===== config.mk =====
export PLATFORM = sky130hd
export DESIGN_NAME = pc_unit
export DESIGN_NICKNAME = d
export VERILOG_FILES = /design/src/rtl/pc_pkg.sv /design/src/rtl/pc_redirect_buf.sv /design/src/rtl/pc_unit.sv
export SDC_FILE = /design/constraint.sdc
export NUM_CORES = 1
export LEC_CHECK = 0
export ABC_AREA = 1
export CAP_MARGIN = 0
export CORE_ASPECT_RATIO = 1.4
export CORE_MARGIN = 5
export CORE_UTILIZATION = 52
export DETAILED_ROUTE_END_ITERATION = 10
export MAX_ROUTING_LAYER = met4
export PLACE_DENSITY = 0.88
export SYNTH_ARGS = -nofsm -noshare
export SYNTH_HDL_FRONTEND = slang
export SYNTH_SLANG_ARGS = --single-unit

===== constraint.sdc =====
create_clock -name clk -period 3.6 [get_ports clk]
set_input_delay 0.72 -clock clk [delete_from_list [all_inputs] [get_ports clk]]
set_output_delay 0.72 -clock clk [all_outputs]
set_load 0.01 [all_outputs]

===== src/rtl/pc_pkg.sv =====
// ============================================================================
//  Module      : pc_pkg
//  Description : Shared constants and types for the program-counter unit:
//                default reset/exception vectors, instruction-memory window
//                and the PC sequencer state type.
//  Revision    : 1.0 - initial release
// ============================================================================
`default_nettype none

package pc_pkg;

    // Default vectors; the PC unit exposes these as overridable parameters
    localparam logic [31:0] DEFAULT_RESET_VECTOR = 32'h0000_3000;
    localparam logic [31:0] DEFAULT_EXC_VECTOR   = 32'h0000_4180;
    localparam logic [31:0] DEFAULT_IMEM_BASE    = 32'h0000_3000;
    localparam logic [31:0] DEFAULT_IMEM_END     = 32'h0000_6FFC;

    // RUN: normal fetch; PEND: a redirect is buffered behind a stall
    typedef enum logic [0:0] {
        RUN  = 1'b0,
        PEND = 1'b1
    } pc_state_t;

endpackage

`default_nettype wire


===== src/rtl/pc_redirect_buf.sv =====
// ============================================================================
//  Module      : pc_redirect_buf
//  Description : One-entry holding register for a branch/jump target that
//                arrived while fetch was stalled. Load overwrites any older
//                entry; clear discards it; consume marks it used.
//  Revision    : 1.0 - initial release
// ============================================================================
`default_nettype none

module pc_redirect_buf #(
    parameter int WIDTH = 32
) (
    input  logic             clk,
    input  logic             reset,
    input  logic             load,
    input  logic             clear,
    input  logic             consume,
    input  logic [WIDTH-1:0] load_target,
    output logic [WIDTH-1:0] target,
    output logic             valid
);

    // Pending target and its valid flag; load has priority over clear/consume
    always_ff @(posedge clk or negedge reset) begin
        if (!reset) begin
            target <= '0;
            valid  <= 1'b0;
        end else if (load) begin
            target <= load_target;
            valid  <= 1'b1;
        end else if (clear) begin
            target <= '0;
            valid  <= 1'b0;
        end else if (consume) begin
            valid  <= 1'b0;
        end
    end

endmodule

`default_nettype wire


===== src/rtl/pc_unit.sv =====
// ============================================================================
//  Module      : pc_unit
//  Description : Program counter for the pipelined MIPS fetch stage. Selects
//                the next PC from exception entry, exception return, branch
//                redirect, a buffered redirect, or sequential increment, and
//                buffers a redirect that lands during a stall.
//                Optional fetch-address check enabled by PC_ALIGN_CHECK_EN.
//  Revision    : 1.0 - initial release
// ============================================================================
`default_nettype none

module pc_unit
    import pc_pkg::*;
#(
    parameter int               WIDTH        = 32,
    parameter logic [WIDTH-1:0] RESET_VECTOR = WIDTH'(DEFAULT_RESET_VECTOR),
    parameter logic [WIDTH-1:0] EXC_VECTOR   = WIDTH'(DEFAULT_EXC_VECTOR),
    parameter logic [WIDTH-1:0] IMEM_BASE    = WIDTH'(DEFAULT_IMEM_BASE),
    parameter logic [WIDTH-1:0] IMEM_END     = WIDTH'(DEFAULT_IMEM_END)
) (
    input  logic             clk,
    input  logic             reset,
    input  logic             stall,
    input  logic             redirect,
    input  logic [WIDTH-1:0] redirect_target,
    input  logic             exc_req,
    input  logic             eret,
    input  logic [WIDTH-1:0] epc,
    output logic [WIDTH-1:0] pc,
    output logic [WIDTH-1:0] pc_plus4,
    output logic             pend_valid,
    output logic             fetch_exc
);

    pc_state_t        state;
    pc_state_t        next_state;
    logic [WIDTH-1:0] pc_next;
    logic             buf_load;
    logic             buf_clear;
    logic             buf_consume;
    logic [WIDTH-1:0] buf_target;
    logic             buf_valid;

    // Sequential increment wraps naturally modulo 2^WIDTH
    assign pc_plus4 = pc + WIDTH'(4);

    pc_redirect_buf #(
        .WIDTH (WIDTH)
    ) u_redirect_buf (
        .clk         (clk),
        .reset       (reset),
        .load        (buf_load),
        .clear       (buf_clear),
        .consume     (buf_consume),
        .load_target (redirect_target),
        .target      (buf_target),
        .valid       (buf_valid)
    );

    // State register
    always_ff @(posedge clk or negedge reset) begin
        if (!reset) begin
            state <= RUN;
        end else begin
            state <= next_state;
        end
    end

    // Next-state and next-PC selection in fixed priority order
    always_comb begin
        next_state  = state;
        pc_next     = pc;
        buf_load    = 1'b0;
        buf_clear   = 1'b0;
        buf_consume = 1'b0;
        if (exc_req) begin
            pc_next    = EXC_VECTOR;
            buf_clear  = 1'b1;
            next_state = RUN;
        end else if (eret) begin
            pc_next    = epc;
            buf_clear  = 1'b1;
            next_state = RUN;
        end else if (redirect && !stall) begin
            pc_next    = redirect_target;
            buf_clear  = 1'b1;
            next_state = RUN;
        end else if (redirect) begin
            // Hold the PC; newest target replaces any older buffered one
            buf_load   = 1'b1;
            next_state = PEND;
        end else if ((state == PEND) && buf_valid && !stall) begin
            pc_next     = buf_target;
            buf_consume = 1'b1;
            next_state  = RUN;
        end else if (!stall) begin
            pc_next = pc_plus4;
        end
    end

    // Outputs derived from state
    always_comb begin
        pend_valid = (state == PEND);
    end

    // Fetch address register
    always_ff @(posedge clk or negedge reset) begin
        if (!reset) begin
            pc <= RESET_VECTOR;
        end else begin
            pc <= pc_next;
        end
    end

`ifdef PC_ALIGN_CHECK_EN
    // Flag misaligned or out-of-window fetch addresses for CP0
    assign fetch_exc = (pc[1:0] != 2'b00) || (pc < IMEM_BASE) || (pc > IMEM_END);
`else
    assign fetch_exc = 1'b0;
`endif

endmodule

`default_nettype wire


# Yosys cells after proc, flatten, opt, wreduce, memory -nomap -nowiden
# Index checks and enable logic that the tools add are counted.
dict set report totals {
  regBits 66
  inputBits 70
  out_inout_bits 66
  word_cells 43
}
dict set report classes {
  addsub 1
  n_eq_ne 2
  mux 28
  n_reduce_logical 8
}
# cell count
set ops {}
lappend ops {{$mux 32} 8}
lappend ops {{$add 32x3->32 const B} 1}
lappend ops {{$mux 1} 20}
lappend ops {{$ne 5x1->1 const B} 1}
lappend ops {{$reduce_bool 5->1} 1}
lappend ops {{$ne 4x1->1 const B} 1}
lappend ops {{$logic_and 1x1->1} 3}
lappend ops {{$reduce_bool 3->1} 1}
lappend ops {{$reduce_and 2->1} 1}
lappend ops {{$reduce_bool 2->1} 1}
lappend ops {{$logic_not 1->1} 1}

# Logic depth before layout (Yosys ltp)
dict set report depth {
  ltp_word 10
  depth_mapped 12
  ltp_nobuf 12
}

# By module
# From an unflattened synthesis, not the netlist that was laid out.
dict set report unflattened {
  hier_cells 792
  hier_area_um2 4739.5
}
# module n_inst cells_per_inst area_per_inst_um2 seq_area_each_um2
set by_module_without_submodules {}
lappend by_module_without_submodules {pc_unit 1 651 3429.5 828.3}
lappend by_module_without_submodules {pc_redirect_buf 1 141 1310.0 825.8}

# Worst setup path after synthesis
# Ideal clock, no wire load.
dict set report synth_path {
  path_kind {register to output}
  startpoint {register pc[2]}
  endpoint {output port pc_plus4[14]}
  arrival_ns 1.331
  required_ns 2.880
  slack_ns 1.549
  stages_incl_launch_ff 8
  n_path_buf 0
  cell_sequence {dfrtp_1 -> ha_1 -> nand2_1 -> nor2_1 -> nand2_2 -> nor2_2 -> nand2_1 -> and2_1}
}
dict set report synth_via {
  elab_chain_cells 1
}
# item line_no
set synth_rtl {}
lappend synth_rtl {{start: declaration} pc_unit.sv:29} ;# output logic [WIDTH-1:0] pc,
lappend synth_rtl {{start signal: assignment} pc_unit.sv:111} ;# pc <= pc_next;
lappend synth_rtl {{$add 32x3->32} pc_unit.sv:45} ;# assign pc_plus4 = pc + WIDTH'(4);
lappend synth_rtl {{end: declaration} pc_unit.sv:30} ;# output logic [WIDTH-1:0] pc_plus4,
# No other way between the ends.

# Worst setup path after layout
dict set report layout_path {
  startpoint {register pc[3]}
  endpoint {output port pc_plus4[28]}
}
# The elaborated chain is that of the path after synthesis.

==> results by group <==
Status
  – Status: complete, no violations

GRT
  – Vias in the first global route: 5377
  – Initial antenna violation count: 0
  – Largest net degree at the start of global routing: 38
  – Global Route Usage Sum: 0.317
  – First-pass GRT wire length: 25600 um
  – Remaining global-route overflow: 0

Timing
  – RSZ-0062 raised after global routing: false
  – Clk_skew: 0.0100 ns
  – Slew Limit Headroom: 0.493
  – Setup_tns: 0 ns
  – # setup viols final: 0
  – Pins Over Slew Limit: 0
  – Fin crit period: 3.13 ns
  – Fmax: 0.319 GHz
  – Post-route clock period utilization: 0.870
  – Endpoints failing hold: 0
  – Slew @ Worst Pin: 0.759 ns

Worst setup path
  – Worst path required time: 2.88 ns
  – CP Class: register to output pin
  – Reg2reg path depth: 12
  – Startpoint types: register
  – Flop-to-flop setup slack: 1.74 ns
  – Crit end category: output pin
  – Reg2reg end: pc[30]
  – Reg-to-Reg Start: pc[3]
  – Crit Path Max Fanout: 6
  – Arr. time, crit path: 2.41 ns

Die
  – I/O pins: 136
  – Cell Rows: 40
  – Starting Density: 0.531
  – Core ar.: 8610 um^2
  – Die area: 10800 um^2
  – Die height: 121 um
  – Die Width: 89.2 um

Clock network
  – Clock latency on the worst-skew pair: 0.34 ns
  – PostCTS Resize Cnt: 0
  – Clock Sinks: 66
  – H-tree lvl count: 3
  – Cts hold-fix bufs: 0
  – Clock Tree Root: clkbuf_16
  – Clock transition at the registers of the reported paths: 0.06 ns
  – Clock Path Buffers: 2
  – TritonCTS Buffers: 9
  – Post-CTS Setup Bufs: 0
  – Clock tree from TritonCTS: done

Final layout
  – Finished Cell Area: 6310 um^2
  – Antenna diodes: 0
  – # fillers: 697
  – Post-layout util: 0.733
  – Layout cell share with drive strength beyond 1: 0.0589
  – Fin nets: 932
  – Area Overhead vs Synth: 38.1%

Synth
  – Main synth FF type: dfrtp_1
  – Async S/R FF share, synth: 1.00
  – Cell accounting for the most synthesized area: dfrtp_1
  – Syn Nets: 806
  – Most common library cells after synthesis: 233 x nand2_1, 118 x inv_1, 87 x nor2_1, 64 x dfrtp_1, 60 x o21ai_0
  – Synth top area cells: dfrtp_1 35%, nand2_1 19%, inv_1 9.7%, nor2_1 7.2%, o21ai_0 6.6%
  – Post-synthesis sequential area ratio: 0.362
  – Synth Instances: 735
  – EDFF count, synth: 0
  – Yosys warns: 0
  – Yosys top cell area share: 0.351
  – Seq cells post-synth: 66
  – Cell with the most instances after synthesis: nand2_1
  – Avg Cell Area, Syn: 6.21 um^2
  – Distinct cells, synth: 31
  – Mapped Area: 4570 um^2

Drt
  – DR vias: 5323
  – DRC viols: 0
  – Drt total wl: 16300 um
  – DRT antenna net count: 0
  – Drt via density: 5.48
  – Detailed Route Iter0 Violations: 393
  – Drt wl/cell: 16.7 um
  – DR pass1 iterations: 5

Power
  – Pint: 1.65 mW
  – Clk pwr share: 0.416
  – Leakage: 3.09 nW
  – Sequential Power Share: 0.358
  – Logic pwr share: 0.225
  – Power Density: 371 nW/um^2
  – Max IR drop VDD: 0.250 mV
  – NetSw: 690 uW
  – Switching portion of total power: 0.295

Job
  – Max Cap Viol: 0

Placement
  – Placement Cell Area: 5980 um^2
  – I/O Buffers: 134
  – Post-DP HPWL: 11800 um
  – GPL Wtd Cong: 0.944

Min path
  – Worst hold-check path type: input port to asynchronous set/reset pin
power groups by stage:
| stage | clock network [mW] | registers, mW | logic (mW) |
|---|---|---|---|
| floorplan | 0 | 0.849 | 0.223 |
| global placement | 0 | 0.850 | 0.511 |
| detailed placement | 0 | 0.851 | 0.522 |
| CTS | 0.976 | 0.838 | 0.527 |
| global route | 1.01 | 0.846 | 0.573 |
| finish | 0.975 | 0.840 | 0.527 |
through the flow:
step	cells	power, mW	hold slack (ns)	setup WS, ns
CTS	971	2.34	0.185	0.471
global placement	955	1.36	0.462	0.814
finish	971	2.34	0.189	0.467
detailed placement	955	1.37	0.468	0.719
global route	971	2.43	0.191	0.276
floorplan	735	1.07	0.424	1.55
sequential cells by signal (all words and copies together), names as in the netlist:
| name | flops |
|---|---|
| pc | 32 |
| pend_valid | 1 |
| u_redirect_buf.target | 32 |
| u_redirect_buf.valid | 1 |
critical path, stage by stage, from the launching register on:
cell	delay [ns]
dfrtp_1	0.42
ha_1	0.19
nand2_1	0.09
nor2_1	0.21
nand2_2	0.18
nor2_2	0.21
nand3_1	0.13
nand2_1	0.11
clkdlybuf4s50_1	0.54
per-layer routing:
metal  up-vias  wire length (um)  track usage
met4         0               725        0.183
met2       307              8320        0.535
met5         -                 0            -
met1      2410              5850        0.345
met3        63              1360       0.0510
li1       2543                 -            -
how the worst max path moves through the flow:
stage / slack, ns / cells after the start / to / start
2_1_floorplan: 1.55 / 7 / pc_plus4[14] / pc[2]
3_3_place_gp: 0.81 / 9 / pc[28] / redirect
3_5_place_dp: 0.72 / 9 / pc[29] / redirect
4_1_cts: 0.47 / 8 / pc_plus4[28] / pc[3]
5_1_grt: 0.28 / 8 / pc_plus4[28] / pc[2]
6_report: 0.47 / 8 / pc_plus4[28] / pc[3]
cells by family (layout without fill, tap and decap cells):
kind of cell,after synthesis,count (layout),synth area share
AO/OA/AOI/OAI,125,125,0.151
XOR/XNOR,3,3,0.00575
adder cells (fa/ha/maj),1,1,0.00274
buffers and inverters,151,282,0.130
flip-flops,66,66,0.362
other,1,1,0.000821
AND/OR/NAND/NOR,388,388,0.347
layout by cell type (no fill, tap or decap), types with 4 or more instances in the layout:
cell type	instances
nand2_1	233
clkdlybuf4s50_1	133
inv_1	118
nor2_1	87
dfrtp_1	64
o21ai_0	60
nand3_1	40
a21oi_1	27
o22ai_1	26
buf_4	12
nor2_2	10
clkbuf_16	9
o21bai_1	4
area by class of cell:
class	instances	area, um^2	area share
Tap cell	105	131	0.0208
Clock buffer	9	225	0.0357
Multi-Input combinational cell	518	2320	0.368
Clock inverter	7	100	0.0159
Sequential cell	66	1650	0.262
Inverter	120	450	0.0714
Timing Repair Buffer	146	1430	0.226
Power figures use the tool's default switching activity.
==> RTL edit 1, RTL diff (config.mk and constraints unchanged) <==
The option `PC_ALIGN_CHECK_EN` is turned on by a define.
--- a/src/rtl/pc_unit.sv
+++ b/src/rtl/pc_unit.sv
@@ -8,6 +8,8 @@
 //  Revision    : 1.0 - initial release
 // ============================================================================
 `default_nettype none
+
+`define PC_ALIGN_CHECK_EN
 
 module pc_unit
     import pc_pkg::*;
Check against the original RTL: not equivalent (Yosys sat finds a counterexample within 4 cycles, from zero or initial values and one cycle with reset low).
==> RTL edit 1 against the original RTL <==
  * First-iteration DRC count grew 32%
  * Power is 7.7% lower
  * Routed wire length grew 2.4%
  * Die area is 1.7% higher
  * Count of clock-buffer cells in the layout increased by 2
  * Core utilization decreased by 0.42 points
  * Cell area unchanged
  * Synthesized area rose by 1.8%
  * Fmax grew 3.1%
  * Worst setup slack gained 0.093 ns
  * Sequential cell count unchanged
  * Non-clock buffer count decreased by 3
  * Largest power group is now registers
==> RTL edit 1: results (changes against the original RTL) <==
* Flop2flop setup slack at 1.68 ns (was 1.74 ns)
* Post-Synth XOR/XNOR Area at 1.64% (was 0.575%)
* CP max FO at 7 (was 6)
* Largest cells by area after synthesis: dfrtp_1 (34%), nand2_1 (19%), inv_1 (9.2%) (was dfrtp_1 (35%), nand2_1 (19%), inv_1 (9.7%))
* Met1 global-route usage at 41.5% (was 34.5%)
* Seq/Total Area, Yosys at 35.6% (was 36.2%)
* Worst min path class: reg -> reg (was in -> async)
* Post-Synthesis Cells at 737 (was 735)
* Leakage at 3.03 nW (was 3.09 nW)
* Slew @ Worst Pin at 0.957 ns (was 0.759 ns)
* Compound-Gate Fraction of Synth Area at 15.0% (was 15.1%)
* Initial drt markers at 518 (was 393)
* Final HPWL DP at 12900 um (was 11800 um)
* Vias at 5200 (was 5323)
* Vias in the first global route at 5027 (was 5377)
* Run status: finished clean (unchanged)
* Worst r2r dst: pc[28]$_DFFE_PN0P_ (was pc[30]$_DFFE_PN0P_)
* Fin Hold WS at 0.486 ns (was 0.189 ns)
* Mapped Nets at 808 (was 806)
* Met2 Use GR at 50.2% (was 53.5%)
* Placed insts at 954 (was 955)
* Met2 WL at 7970 um (was 8320 um)
* Synth unique cells at 34 (was 31)
* Placed Area at 0.00605 sq mm (was 0.00598 sq mm)
* IO buf count at 135 (was 134)
* First-pass GRT wire length at 26600 um (was 25600 um)
* M1 wire length at 6930 um (was 5850 um)
* DR WL met3 at 1330 um (was 1360 um)
* VDD IR-drop max at 0.000335 V (was 0.000250 V)
* Final #Nets at 931 (was 932)
## RTL edit 1: changes by cell type after synthesis, moves of 3 or more
cell	delta
a21oi_1	+4
nor2_4	+4
nor2_1	-5
buf_1	-3
o21ai_0	-4
o21ai_1	+5
o22ai_1	-4
inv_1	-4
nand3_1	+3
nand4_1	+3
buf_2	+3
## RTL edit 1: cell type report
cell class                      count  area, sq um
Inverter                          118          443
Tap cell                          105          131
Sequential cell                    66         1650
Fill cell                         758         2350
Clock buffer                       11          233
Clock inverter                      4         20.0
Timing Repair Buffer              143         1420
Multi-Input combinational cell    522         2410
## RTL edit 1: power by group
group | leakage (nW) | internal (W) | switching [W] | total (W)
sequential | 0.871 | 0.000783 | 0.0000588 | 0.000842
clock | 0.129 | 0.000457 | 0.000310 | 0.000766
combinational | 2.03 | 0.000262 | 0.000291 | 0.000553
total | 3.03 | 0.00150 | 0.000660 | 0.00216
==> RTL edit 2, RTL diff (same settings) <==
Made on the original files. Register the input `redirect_target` before use, without a reset. The logic sees it one clock later. The other inputs are not delayed to match.
--- a/src/rtl/pc_unit.sv
+++ b/src/rtl/pc_unit.sv
@@ -32,6 +32,12 @@
     output logic             fetch_exc
 );
 
+    logic [WIDTH-1:0] redirect_target_q;
+
+    always_ff @(posedge clk) begin
+        redirect_target_q <= redirect_target;
+    end
+
     pc_state_t        state;
     pc_state_t        next_state;
     logic [WIDTH-1:0] pc_next;
@@ -52,7 +58,7 @@
         .load        (buf_load),
         .clear       (buf_clear),
         .consume     (buf_consume),
-        .load_target (redirect_target),
+        .load_target (redirect_target_q),
         .target      (buf_target),
         .valid       (buf_valid)
     );
@@ -82,7 +88,7 @@
             buf_clear  = 1'b1;
             next_state = RUN;
         end else if (redirect && !stall) begin
-            pc_next    = redirect_target;
+            pc_next    = redirect_target_q;
             buf_clear  = 1'b1;
             next_state = RUN;
         end else if (redirect) begin
Formal check against the unedited RTL: not equivalent (a bounded check fails within 4 cycles, from zero or initial values and one cycle with reset low).
==> RTL edit 2 against the original RTL <==
  * Synthesized area rose by 15%
  * Power rose by 19%
  * Sequential cell count rose by 32
  * Routed wire length fell by 3.2%
  * Cell area rose by 11%
  * Clock power rose by 7%
  * Die area rose by 13%
  * Worst setup slack got worse by 0.055 ns
  * Sequential share of layout area rose by 6.5 points
  * Sequential power rose by 45%
==> RTL edit 2: results (changes against the original RTL) <==
* Worst r2r dst: pc[15]$_DFFE_PN0P_ (was pc[30]$_DFFE_PN0P_)
* Placed Area at 0.00669 sq mm (was 0.00598 sq mm)
* Leakage at 3.36 nW (was 3.09 nW)
* Number of cells on the worst reg-to-reg path at 10 (was 12)
* Compound-Gate Fraction of Synth Area at 13.6% (was 15.1%)
* Largest net degree at the start of global routing at 47 (was 38)
* CP max FO at 5 (was 6)
* Filler instances at 861 (was 697)
* Final #Nets at 962 (was 932)
* VDD IR-drop max at 0.000316 V (was 0.000250 V)
* Share of cells above drive strength 1 at 5.80% (was 5.89%)
* CP peak stage delay at 0.57 ns (was 0.54 ns)
* Worst Path Arrival at 2.47 ns (was 2.41 ns)
* Run status: finished clean (unchanged)
* Post-Synth XOR/XNOR Area at 0.644% (was 0.575%)
* Adder-cell share of the synthesized area at 0.239% (was 0.274%)
* Reg-to-reg startpoint: pc[12]$_DFFE_PN1P_ (was pc[3]$_DFFE_PN0P_)
* Post-synth top cells: nand2_1 (228), inv_1 (117), nor2_1 (85) (was nand2_1 (233), inv_1 (118), nor2_1 (87))
* Pre-CTS WS at 0.787 ns (was 0.719 ns)
* Largest cells by area after synthesis: dfrtp_1 (31%), nand2_1 (16%), dfxtp_1 (12%) (was dfrtp_1 (35%), nand2_1 (19%), inv_1 (9.7%))
* Period Utilization, post-route at 88.6% (was 87.0%)
* GRT Util Overall at 27.1% (was 31.7%)
* Mapped Nets at 838 (was 806)
* Final HPWL DP at 11900 um (was 11800 um)
* Drt pass-1 iters at 6 (was 5)
* GP Congestion at 0.920 (was 0.944)
RTL edit 2: cell types whose count changed in the layout (fill, tap and decap cells not counted), sizes merged:
| cell | delta |
|---|---|
| a211oi | +1 |
| buf | -1 |
| clkbuf | +1 |
| clkinvlp | +1 |
| dfxtp | +32 |
| inv | -1 |
| nand2 | -4 |
| nor2 | -1 |
| o21ai | +4 |
| o21bai | +1 |
| o22ai | -2 |
| or2 | -1 |
RTL edit 2: per-stage QoR:
step                utilization, %  cells
finish                        70.8   1031
global route                  70.8   1031
CTS                           70.8   1031
detailed placement            67.6   1015
global placement              67.6   1015
floorplan                        -    767
RTL edit 2: cells by family after synthesis:
group                      after synthesis
and+or+nand+nor                        382
buffers and inverters                  153
AOI/OAI and AO/OA                      129
DFF                                     98
xor gates and xnor gates                 3
adders and majority gates                1
other                                    1
RTL edit 2: per-layer routing:
layer  track usage [%]  share of wire [%]  wire length (um)  vias up
li1                  -                  -                 -     2643
met1              35.4                 41              6530     2473
met2              43.1                 48              7630      255
met3              3.63                7.8              1230       28
met4              9.43                2.3               356        0
met5                 -                  0                 0        -
RTL edit 2: where the power goes:
part / internal, W / switching (W)
logic: 0.000259 / 0.000266
registers: 0.00115 / 0.0000621
clock network: 0.000612 / 0.000428
RTL edit 2: final cells by class:
cell class              instances  area share [%]
flip-flops and latches         98            32.7
clock buffers                  10            3.26
multi-input cells             516            33.4
well taps                     135            2.41
repair buffers                145            20.4
clock inverters                 6            1.28
inverters                     121            6.48
RTL edit 2: worst reg2reg max path, stage by stage, from the launching register on:
cell and delay (ns):
dfstp_2 0.57, nand2_1 0.09, nor2_1 0.26, nand2_1 0.12
nor2_2 0.27, nand2_1 0.08, nand2_1 0.17, nor2_1 0.07
o21bai_1 0.19, nand2_1 0.10, nand2_1 0.07
